## src/rtl/ddr_init_seq.sv

```systemverilog
// DDR1 power-up initialisation sequencer: waits for stable clocks, then walks
// the JEDEC power-up command sequence and hands the bus over via init_done.
module ddr_init_seq #(
  parameter logic [15:0] T_POWERUP = 16'd10000,
  parameter logic [15:0] T_RP      = 16'd3,
  parameter logic [15:0] T_MRD     = 16'd2,
  parameter logic [15:0] T_RFC     = 16'd7,
  parameter logic [15:0] T_DLL     = 16'd200,
  parameter logic [12:0] MR_VAL    = 13'h0061,
  parameter logic [12:0] EMR_VAL   = 13'h0000
) (
  input  logic        clk,
  input  logic        reset,
  input  logic        clk_ok,
  output logic        cke,
  output logic        cs_n,
  output logic        ras_n,
  output logic        cas_n,
  output logic        we_n,
  output logic [1:0]  ba,
  output logic [12:0] addr,
  output logic        init_done
);

  localparam int unsigned CNT_W  = 16;
  localparam int unsigned ADDR_W = 13;
  localparam int unsigned BA_W   = 2;
  localparam int unsigned ST_W   = 4;
  localparam int unsigned CMD_W  = 4;

  // States
  localparam logic [3:0] ST_IDLE     = 4'd0;
  localparam logic [3:0] ST_PWR_WAIT = 4'd1;
  localparam logic [3:0] ST_CKE_UP   = 4'd2;
  localparam logic [3:0] ST_PRE1     = 4'd3;
  localparam logic [3:0] ST_EMR      = 4'd4;
  localparam logic [3:0] ST_MR_DLL   = 4'd5;
  localparam logic [3:0] ST_PRE2     = 4'd6;
  localparam logic [3:0] ST_REF1     = 4'd7;
  localparam logic [3:0] ST_REF2     = 4'd8;
  localparam logic [3:0] ST_MR       = 4'd9;
  localparam logic [3:0] ST_DLL_WAIT = 4'd10;
  localparam logic [3:0] ST_DONE     = 4'd11;

  // Command encodings {cs_n, ras_n, cas_n, we_n}
  localparam logic [3:0] CMD_DESEL = 4'b1111;
  localparam logic [3:0] CMD_NOP   = 4'b0111;
  localparam logic [3:0] CMD_PRE   = 4'b0010;
  localparam logic [3:0] CMD_REF   = 4'b0001;
  localparam logic [3:0] CMD_LMR   = 4'b0000;

  localparam logic [12:0] ADDR_PRE_ALL = 13'h0400;
  localparam logic [12:0] ADDR_DLL_RST = 13'h0100;

  // Gaps clamped so that 0 and 1 both mean a one-cycle spacing
  localparam logic [15:0] P_PWR      = (T_POWERUP < 16'd2) ? 16'd1 : T_POWERUP;
  localparam logic [15:0] P_RP       = (T_RP      < 16'd2) ? 16'd1 : T_RP;
  localparam logic [15:0] P_MRD      = (T_MRD     < 16'd2) ? 16'd1 : T_MRD;
  localparam logic [15:0] P_RFC      = (T_RFC     < 16'd2) ? 16'd1 : T_RFC;
  localparam logic [15:0] P_DLL      = (T_DLL     < 16'd2) ? 16'd1 : T_DLL;
  // MR itself takes one cycle; DLL_WAIT covers the rest of the T_DLL gap
  localparam logic [15:0] P_DLL_TAIL = P_DLL - 16'd1;

  logic [ST_W-1:0]   state_q, state_d;
  logic [CNT_W-1:0]  cnt_q, cnt_d;
  logic              cke_q, cke_d;
  logic [CMD_W-1:0]  cmd_q, cmd_d;
  logic [BA_W-1:0]   ba_q, ba_d;
  logic [ADDR_W-1:0] addr_q, addr_d;
  logic              init_done_q, init_done_d;
  logic              expire;

  // Next state, shared gap counter and next registered pin values
  always_comb begin
    state_d     = state_q;
    cnt_d       = cnt_q;
    cke_d       = 1'b0;
    cmd_d       = CMD_DESEL;
    ba_d        = BA_W'(0);
    addr_d      = ADDR_W'(0);
    init_done_d = 1'b0;
    expire      = (cnt_q <= 16'd1);

    if (!expire) begin
      cnt_d = cnt_q - 16'd1;
    end

    case (state_q)
      ST_IDLE: begin
        if (clk_ok) begin
          state_d = ST_PWR_WAIT;
          cnt_d   = P_PWR;
        end
      end
      ST_PWR_WAIT: if (expire) begin state_d = ST_CKE_UP; cnt_d = 16'd2; end
      ST_CKE_UP:   if (expire) begin state_d = ST_PRE1;   cnt_d = P_RP;  end
      ST_PRE1:     if (expire) begin state_d = ST_EMR;    cnt_d = P_MRD; end
      ST_EMR:      if (expire) begin state_d = ST_MR_DLL; cnt_d = P_MRD; end
      ST_MR_DLL:   if (expire) begin state_d = ST_PRE2;   cnt_d = P_RP;  end
      ST_PRE2:     if (expire) begin state_d = ST_REF1;   cnt_d = P_RFC; end
      ST_REF1:     if (expire) begin state_d = ST_REF2;   cnt_d = P_RFC; end
      ST_REF2:     if (expire) begin state_d = ST_MR;     cnt_d = 16'd1; end
      ST_MR: begin
        if (expire) begin
          if (P_DLL_TAIL != 16'd0) begin
            state_d = ST_DLL_WAIT;
            cnt_d   = P_DLL_TAIL;
          end else begin
            state_d = ST_DONE;
            cnt_d   = CNT_W'(0);
          end
        end
      end
      ST_DLL_WAIT: if (expire) begin state_d = ST_DONE; cnt_d = CNT_W'(0); end
      ST_DONE:     cnt_d = CNT_W'(0);
      default: begin
        state_d = ST_IDLE;
        cnt_d   = CNT_W'(0);
      end
    endcase

    // Losing the clocks before hand-over aborts the sequence
    if (!clk_ok && (state_q != ST_IDLE) && (state_q != ST_DONE)) begin
      state_d = ST_IDLE;
      cnt_d   = CNT_W'(0);
    end

    // Background pin values for the state being entered or held
    case (state_d)
      ST_IDLE:     cmd_d = CMD_DESEL;
      ST_PWR_WAIT: cmd_d = CMD_NOP;
      ST_DONE: begin
        cke_d       = 1'b1;
        cmd_d       = CMD_NOP;
        init_done_d = 1'b1;
      end
      default: begin
        cke_d = 1'b1;
        cmd_d = CMD_NOP;
      end
    endcase

    // Commands are issued only on the first cycle of their state
    if (state_d != state_q) begin
      case (state_d)
        ST_PRE1, ST_PRE2: begin
          cmd_d  = CMD_PRE;
          addr_d = ADDR_PRE_ALL;
        end
        ST_EMR: begin
          cmd_d  = CMD_LMR;
          ba_d   = 2'b01;
          addr_d = EMR_VAL;
        end
        ST_MR_DLL: begin
          cmd_d  = CMD_LMR;
          addr_d = MR_VAL | ADDR_DLL_RST;
        end
        ST_REF1, ST_REF2: cmd_d = CMD_REF;
        ST_MR: begin
          cmd_d  = CMD_LMR;
          addr_d = MR_VAL;
        end
        default: ;
      endcase
    end
  end

  // State, counter and pin registers
  always_ff @(posedge clk or negedge reset) begin
    if (!reset) begin
      state_q     <= ST_IDLE;
      cnt_q       <= CNT_W'(0);
      cke_q       <= 1'b0;
      cmd_q       <= CMD_DESEL;
      ba_q        <= BA_W'(0);
      addr_q      <= ADDR_W'(0);
      init_done_q <= 1'b0;
    end else begin
      state_q     <= state_d;
      cnt_q       <= cnt_d;
      cke_q       <= cke_d;
      cmd_q       <= cmd_d;
      ba_q        <= ba_d;
      addr_q      <= addr_d;
      init_done_q <= init_done_d;
    end
  end

  assign cke       = cke_q;
  assign cs_n      = cmd_q[3];
  assign ras_n     = cmd_q[2];
  assign cas_n     = cmd_q[1];
  assign we_n      = cmd_q[0];
  assign ba        = ba_q;
  assign addr      = addr_q;
  assign init_done = init_done_q;

endmodule
```

## config.mk

```make
export PLATFORM = sky130hd
export DESIGN_NAME = ddr_init_seq
export DESIGN_NICKNAME = d
export VERILOG_FILES = /design/src/rtl/ddr_init_seq.sv
export SDC_FILE = /design/constraint.sdc
export NUM_CORES = 1
export LEC_CHECK = 0
export CORE_UTILIZATION = 35
export DETAILED_ROUTE_END_ITERATION = 10
export DONT_BUFFER_PORTS = 1
export PLACE_DENSITY = 0.48
export SETUP_SLACK_MARGIN = 0.15
export SYNTH_ARGS = -nofsm -noshare
export SYNTH_HDL_FRONTEND = slang
export SYNTH_SLANG_ARGS = --single-unit
```

## constraint.sdc

```tcl
create_clock -name clk -period 2.6 [get_ports clk]
set_input_delay 0.26 -clock clk [delete_from_list [all_inputs] [get_ports clk]]
set_output_delay 0.26 -clock clk [all_outputs]
set_load 0.02 [all_outputs]
```

# --- Word level (Yosys, flattened, before mapping) ---
# Index checks and enable logic that the tools add are counted.
# W data, S select, Z words.
op_classes:
  n_addsub: 1
  n_lt_le_gt_ge: 1
  n_eq_ne: 22
  n_mux: 32
  n_reduce_logical: 13
op_table:
  columns: ["cell", "count"]
  rows:
  - ["$mux W16", 9]
  - ["$pmux W16 S7", 1]
  - ["$mux W4", 14]
  - ["$pmux W4 S12", 1]
  - ["$pmux W11 S3", 1]
  - ["$eq A4 B3 Y1 const B", 8]
  - ["$eq A4 B4 Y1 const B", 7]
  - ["$le A16 B1 Y1 const B", 1]
  - ["$sub A16 B1 Y16 const B", 1]
  - ["$eq A4 B2 Y1 const B", 3]
  - ["$pmux W4 S3", 1]
  - ["$mux W11", 1]
  - ["$reduce_or A2 Y1", 5]
  - ["$eq A4 B1 Y1 const B", 2]
  - ["$logic_not A4 Y1", 2]
  - ["$reduce_or A3 Y1", 2]
  - ["$mux W1", 4]
  - ["$ne A4 B4 Y1", 1]
  - ["$ne A4 B4 Y1 const B", 1]
  - ["$reduce_bool A4 Y1", 1]
  - ["$logic_and A1 B1 Y1", 2]
  - ["$logic_not A1 Y1", 1]
totals:
  reg_bits: 41
  in_bits: 3
  out_inout_bits: 21
  wordCells: 76

# --- Depth between registers and ports, before layout ---
# Gate-level depths: netlist of the first run.
depth:
  depth_word: 8
  ltp_mapped: 11
  ltp_nobuf: 10

# --- Worst setup path before layout of the first run ---
# OpenSTA, ideal clock, no wires.
synth_timing:
  path_type: "reg2reg"
  from: "register cnt_q[10]"
  to: "register cnt_q[0]"
  setup_ns: 0.119
  arrival_time_ns: 2.285
  required_time_ns: 2.481
  setup_slack_ns: 0.196
  stages_incl_launch_ff: 10
  n_path_buf: 1
  period_less_slack_ns: 2.404
  cell_sequence: "dfrtp_1 or4_4 or3_4 nor3_4 inv_2 buf_2 ha_1 o311ai_0 o21ai_0 o21a_1"
synth_between:
  elab_chain_len: 5
  word_cells_on_any_way: 11
  cone_classes: "order compare (1); mux (10)"
synth_rtl:
  columns: ["element", "line_no", "text"]
  rows:
  - ["start: declaration", "65", "logic [CNT_W-1:0] cnt_q, cnt_d;"]
  - ["start signal: assignment", "181", "cnt_q <= cnt_d;"]
  - ["$le A16 B1 Y1 *", "82", "expire = (cnt_q <= 16'd1);"]
  - ["$mux W16", "84", "if (!expire) begin"]
  - ["$mux W16 (tied with other cells)", "114", "ST_DLL_WAIT: if (expire) begin state_d = ST_DONE; cnt_d = CNT_W'(0); end"]
  - ["$pmux W16 S7 *", "88", "case (state_q)"]
  - ["$mux W16 *", "123", "if (!clk_ok && (state_q != ST_IDLE) && (state_q != ST_DONE)) begin"]
  - ["net cnt_d[0]", "65", null]
# The timed path passes the listed nets; every way through them passes the cells marked *.

# --- Final worst setup path of the first run ---
layout_timing:
  from: "register cnt_q[12]"
  to: "register state_q[0]"
layout_between:
  elab_chain_len: 4
  word_cells_on_any_way: 13
  cone_classes: "order compare (1); mux (12)"
layout_rtl:
  columns: ["element", "line_no", "text"]
  rows:
  - ["$le A16 B1 Y1 *", "82", null]
  - ["$mux W4 (tied with other cells)", "114", null]
  - ["$pmux W4 S12 *", "88", null]
  - ["$mux W4 *", "123", null]
  - ["net state_d[0]", "64", "logic [ST_W-1:0] state_q, state_d;"]
  - ["end signal: assignment", "180", "state_q <= state_d;"]
  - ["end: declaration", "64", null]
# Marks and branches as above.

==> results of run 1 <==
## layout by cell type, fill, tap and decap left out, types with 3 or more instances in the layout
master / instances
conb_1: 9
nand2b_1: 4
a21oi_1: 9
clkbuf_8: 5
o211ai_1: 4
nor3_1: 4
inv_1: 5
nand3_1: 4
or3_1: 5
buf_4: 14
nand2_1: 11
a211oi_1: 6
a2111oi_0: 3
dfstp_2: 4
nor2_1: 22
ha_1: 4
o21ai_0: 15
xnor2_1: 5
xor2_1: 5
dfrtp_1: 26
nor4_1: 7
## what timing repair did
item	CTS	global route
gates resized for setup	0	2
buffers inserted	0	7
hold endpoints to repair	30	0
hold buffers	2	0
setup endpoints to repair	0	1
## worst max-delay path, cell delays in order (launching register included)
cell and delay, ns:
dfrtp_1 0.39, or4_4 0.56, or3_4 0.38, nor3_4 0.26, buf_4 0.14, buf_4 0.13
mux2_2 0.33, o211ai_1 0.09
## how the worst min path moves through the flow
stage / startpoint / to / slack (ns) / depth (start not counted)
2_1_floorplan: reset / addr[10]$_DFF_PN0_ / -0.04 / 0
3_3_place_gp: reset / cnt_q[9]$_DFF_PN0_ / -0.03 / 0
3_5_place_dp: reset / cnt_q[9]$_DFF_PN0_ / -0.03 / 0
4_1_cts: clk_ok / cmd_q[3]$_DFF_PN1_ / 0.04 / 1
5_1_grt: clk_ok / cmd_q[3]$_DFF_PN1_ / 0.06 / 1
6_report: clk_ok / cmd_q[3]$_DFF_PN1_ / 0.05 / 1
## cells by family after synthesis
family | Yosys count | share of synthesized area [%]
multiplexers | 3 | 1.740
AO/OA/AOI/OAI | 53 | 19.00
other | 1 | 0.2086
buffers and inverters | 27 | 8.002
flip-flops | 30 | 42.03
adder cells (fa/ha/maj) | 4 | 2.784
XOR/XNOR | 10 | 4.871
AND/OR/NAND/NOR | 71 | 21.36
## stage by stage
stage                     cells  hold WS [ns]  setup slack [ns]
after CTS                   270       0.04266            0.2359
final                       277       0.05432            0.2305
after floorplan             207      -0.03559            0.1961
after global routing        277       0.06313            0.1391
after detailed placement    260      -0.03430            0.2377
after global placement      260      -0.03473            0.2707
## layer usage
metal | share of wire, % | up-vias | global-route usage (%)
li1 | - | 724 | -
met1 | 49 | 729 | 23.37
met2 | 46 | 40 | 23.96
met3 | 4.8 | 6 | 4.527
met4 | 0.84 | 0 | 4.701
met5 | 0 | - | 0
## cells in the mapped netlist, types with 3 or more instances
| master | instances |
|---|---|
| ha_1 | 4 |
| clkbuf_1 | 9 |
| nand3_1 | 4 |
| dfstp_2 | 4 |
| nor4_1 | 7 |
| inv_1 | 5 |
| a211oi_1 | 6 |
| o21ai_0 | 16 |
| nor2_1 | 22 |
| or3_1 | 5 |
| a2111oi_0 | 3 |
| nand2_1 | 11 |
| dfrtp_1 | 26 |
| xnor2_1 | 5 |
| xor2_1 | 5 |
| a21oi_1 | 9 |
| buf_4 | 11 |
| nand2b_1 | 4 |
| o211ai_1 | 4 |
| nor3_1 | 4 |
## cell type report
class | count | area (µm²)
Fill cell | 494 | 2806
Multi-Input combinational cell | 150 | 928.4
Sequential cell | 30 | 755.7
Timing Repair Buffer | 16 | 135.1
Tap cell | 67 | 83.83
Clock buffer | 6 | 72.57
Inverter | 6 | 25.02
Clock inverter | 2 | 10.01
## state kept, by name, summed over array words and instances (netlist names)
signal,cells
addr,3
ba,1
cke,1
cmd_q,4
cnt_q,16
init_done,1
state_q,4
## power breakdown
| part | switching [µW] | leakage [µW] | internal (µW) |
|---|---|---|---|
| Combinational | 373 | 0.000398 | 293 |
| Sequential | 124 | 0.000382 | 559 |
| Clock | 174 | 0.0000450 | 185 |
| Total | 672 | 0.000826 | 1040 |
==> run_results.csv, run 1 <==
group,metric,value,unit
synth,yosys.area.top_type,"dfrtp_1",
route,wirelength,4308,µm
timing,fmax,422.0,MHz
synth,synth_top_area_share,36.19,%
clocking,root_buffer,"clkbuf_8",
job,drv_cap,0,
pwr,p_total,1709,µW
clocking,cts_sinks,30,
route,first_pass_iters,4,
die,core_area,4817,µm²
placement,hpwlAfterDp,2947,µm
timing,fin_crit,2.370,ns
placement,gp_congestion,0.8062,
synth,synthArstFlopShare,100.0,%
run_status,status,"complete, no violations",
route,ant_nets,0,
worst_setup_path,start_kind,"flip-flop",
route,drtIter0Drc,98,
layout,design_area,2011,µm²
worst_setup_path,critPathRequiredTime,2.79,ns
layout,fin_nets,216,
layout,diodes,0,
die,start_util,37.32,%
timing,maxSlewHeadroom,57.20,%
worst_setup_path,r2r_cells,7,
clocking,clk_pin_slew_worst_paths,0.06,ns
global_routing,grt_max_degree,31,
die,die_width,73.68,µm
route,vias,1499,
die,die-area,5428,µm²
layout,drive_above_1_share,16.19,%
worst_setup_path,worstPathArrival,2.56,ns
worst_setup_path,cp_max_fo,5,
clocking,worst_skew_pair.late_latency,0.28,ns
clocking,clk_path_buf_depth,2,
timing,rsz0062_at_grt,"false",
route,wire_per_inst,15.55,µm
global_routing,first_global_vias,1345,
synth,synth-main-ff-cell,"dfrtp_1",
timing,finalSetupTns,0,ns
worst_setup_path,crit_type,"reg2reg",
die,rows,25,
route,drcViolationCount,0,
synth,syn-instance-count,199,
layout,fin_util,41.74,%
global_routing,grt_pass1_wl,6720,µm
pwr,p_per_area,849.8,nW/µm²
placement,place_area,1843,µm²
worst_hold_path,hp-class,"in2reg",
clocking,htreeDepth,2,
worst_setup_path,r2r-end,"state_q[0]$_DFF_PN0_",
synth,syn_area_per_cell,9.035,µm²
layout,syn_to_final_growth,11.83,%
synth,yosysUniqueCellTypes,46,
worst_setup_path,endpoint_kind,"flip-flop",
route,viasPerCell,5.412,
timing,worst_clock_skew,0.005544,ns
clocking,cts_tree,"built",
worst_setup_path,r2r_setup_slack,0.23,ns
timing,final-setup-viol-count,0,
pwr,leakage,0.0008257,µW
timing,slew_viol_final,0,
synth,yosysSeqAreaShare,42.03,%
pwr,ir_drop,0.4842,mV
synth,synthesis.yosys.warnings,0,
die,ioPinCount,24,
timing,min_period_over_period,91.14,%
global_routing,grt_usage,16.33,%
placement,portBuffers,0,
worst_setup_path,cp-startpoint,"cnt_q[12]$_DFF_PN0_",
global_routing,grt_overflow,0,
synth,synth_edf_count,0,
timing,tightest_slew,0.6361,ns
synth,netlist_area,1798,µm²
timing,finalHoldViolations,0,
die,die_h,73.68,µm
worst_setup_path,critPathCapture,"state_q[0]$_DFF_PN0_",
synth,synth_area_leaders,"dfrtp_1 (36%), dfstp_2 (5.8%), buf_4 (4.6%)",
synth,ys_seq_elements,30,
global_routing,antenna_found_initial,0,
worst_setup_path,reg2reg_from,"cnt_q[12]$_DFF_PN0_",
clocking,numCtsBuffers,5,
No activity file was read; power rests on OpenSTA's default activity.
==> run 2, diff against run 1 <==
--- a/config.mk
+++ b/config.mk
@@ -6,6 +6,7 @@
 export NUM_CORES = 1
 export LEC_CHECK = 0
 export CORE_UTILIZATION = 35
+export CTS_BUF_LIST = sky130_fd_sc_hd__clkbuf_8 sky130_fd_sc_hd__clkbuf_16
 export DETAILED_ROUTE_END_ITERATION = 10
 export DONT_BUFFER_PORTS = 1
 export PLACE_DENSITY = 0.48
==> run 2 against run 1 <==
  * Clock skew is essentially flat
  * Critical path type unchanged
  * Cell count is the same
  * Hold slack unchanged
==> run_results.csv, run 2 (synthesis gave the netlist of run 1 again) <==
group,metric,value,unit
layout,layout_commonest_cell,"dfrtp_1",
route,viasPerCell,5.408,
die,ioPinCount,24,
placement,hpwlAfterDp,2947,µm
layout,syn_to_final_growth,11.83,%
pwr,leakage,0.0008299,µW
timing,worst_clock_skew,0.005543,ns
timing,tightest_slew,0.6361,ns
clocking,htreeDepth,2,
layout,instances_no_fill,277,
timing,whs,0.05432,ns
placement,portBuffers,0,
route,wirelength,4312,µm
global_routing,antenna_found_initial,0,
layout,largest_reg_flops,16,
route,drtIter0Drc,98,
timing,rsz0062_at_grt,"false",
route,vias,1498,
layout,diodes,0,
timing,final-setup-viol-count,0,
global_routing,grt_pass1_wl,6720,µm
worst_setup_path,critical-path-slowest-cell,"or4_4",
pwr,ir_drop,0.4848,mV
die,die_h,73.68,µm
pwr,p_per_area,847.9,nW/µm²
timing,finalHoldViolations,0,
pwr,netSwitchingPower,671.8,µW
die,die_width,73.68,µm
die,die-area,5428,µm²
placement,gp_congestion,0.8062,
pwr,intPower,1033,µW
worst_setup_path,cp_max_fo,5,
worst_setup_path,crit_type,"reg2reg",
die,rows,25,
placement,placed_cells,260,
clocking,cts_sinks,30,
route,ant_nets,0,
clocking,numCtsBuffers,5,
layout,fillCellCount,494,
pwr,p_comb_share,39.1,%
timing,fmax,422.0,MHz
die,start_util,37.32,%
worst_setup_path,endpoint_kind,"flip-flop",
placement,post-place-ws,0.2377,ns
pwr,swShare,39.41,%
timing,fin_ws,0.2305,ns
worst_setup_path,worstPathArrival,2.56,ns
run_status,status,"complete, no violations",
global_routing,grt_max_degree,31,
route,first_pass_iters,4,
pwr,p_total,1705,µW
timing,finalSetupTns,0,ns
clocking,cts_tree,"built",
layout,layout_common_cells,"dfrtp_1 (26), nor2_1 (22), o21ai_0 (15), buf_4 (14), nand2_1 (11)",
global_routing,grt_overflow,0,
clocking,root_buffer,"clkbuf_8",
clocking,clk_pin_slew_worst_paths,0.06,ns
clocking,worst_skew_pair.late_latency,0.28,ns
die,core_area,4817,µm²
route,drcViolationCount,0,
worst_setup_path,cp_slowest_stage_delay,0.56,ns
route,wire_per_inst,15.57,µm
timing,fin_crit,2.370,ns
timing,maxSlewHeadroom,57.20,%
worst_setup_path,path_cells,"or4_4 -> or3_4 -> nor3_4 -> buf_4 -> buf_4 -> mux2_2 -> o211ai_1",
worst_setup_path,critPathMostFrequentCell,"buf_4",
job,drv_cap,0,
worst_setup_path,critPathRequiredTime,2.79,ns
layout,drive_above_1_share,16.19,%
clocking,clk_path_buf_depth,2,
worst_hold_path,hp-class,"in2reg",
global_routing,grt_usage,16.33,%
pwr,pwr-share-clk,20.9,%
global_routing,first_global_vias,1345,
pwr,seq_power_share,40.1,%
layout,regMostFlops,"cnt_q",
timing,slew_viol_final,0,
timing,min_period_over_period,91.14,%
worst_setup_path,start_kind,"flip-flop",
layout,reg_top3,"cnt_q x16, cmd_q x4, state_q x4",
layout,fin_nets,216,
## run 2: cell type report
type                       instances  area (µm²)  share of cell area (%)
clock buffer                       5       68.82                   3.423
clock inverter                     3       13.76                  0.6845
inverter                           6       25.02                   1.245
multi-input combinational        150       928.4                   46.17
sequential                        30       755.7                   37.59
tap                               67       83.83                   4.169
timing repair buffer              16       135.1                   6.721
## run 2: metrics by stage
stage | util (%) | instance area, µm²
after floorplan | - | 1828
after global placement | 38.26 | 1843
after detailed placement | 38.26 | 1843
after CTS | 40.60 | 1956
after global routing | 41.74 | 2011
final | 41.74 | 2011
## run 2: final timing paths
check | startpoint | endpoint | slack [ns] | cells after the start
min in group asynchronous | reset | state_q[2]$_DFF_PN0_ | 0.44 | 2
max in group asynchronous | reset | cmd_q[3]$_DFF_PN1_ | 1.92 | 2
hold / removal | clk_ok | cmd_q[3]$_DFF_PN1_ | 0.05 | 1
hold reg to reg | cnt_q[12]$_DFF_PN0_ | cnt_q[12]$_DFF_PN0_ | 0.56 | 2
setup reg to reg | cnt_q[12]$_DFF_PN0_ | state_q[0]$_DFF_PN0_ | 0.23 | 7
setup / recovery | cnt_q[12]$_DFF_PN0_ | state_q[0]$_DFF_PN0_ | 0.23 | 7
## run 2: per-layer routing
metal | track usage [%] | share of wire [%] | up-vias
met5 | 0 | 0 | -
met1 | 23.37 | 49 | 727
met4 | 4.701 | 0.83 | 0
li1 | - | - | 724
met2 | 23.96 | 46 | 41
met3 | 4.527 | 4.8 | 6
## run 2: power groups by stage
stage / combinational (µW) / clock (µW) / sequential [µW]
after global routing: 732 / 388 / 696
after floorplan: 488 / 0 / 648
after detailed placement: 627 / 0 / 689
after CTS: 643 / 369 / 681
after global placement: 617 / 0 / 689
final: 666 / 356 / 683
## run 2: critical path: cells and delay by family (launching register included)
| kind | cells | cell delay (ns) |
|---|---|---|
| muxes | 1 | 0.33 |
| AOI/OAI and AO/OA | 1 | 0.09 |
| buffers and inverters | 2 | 0.27 |
| and+or+nand+nor | 3 | 1.20 |
| DFF | 1 | 0.39 |
## run 2: repair_timing
item	4_1_cts	5_1_grt
setup endpoints to repair	0	1
buffers inserted	0	7
endpoints found under the hold margin	30	0
resized for setup	0	2
hold buffers	2	0
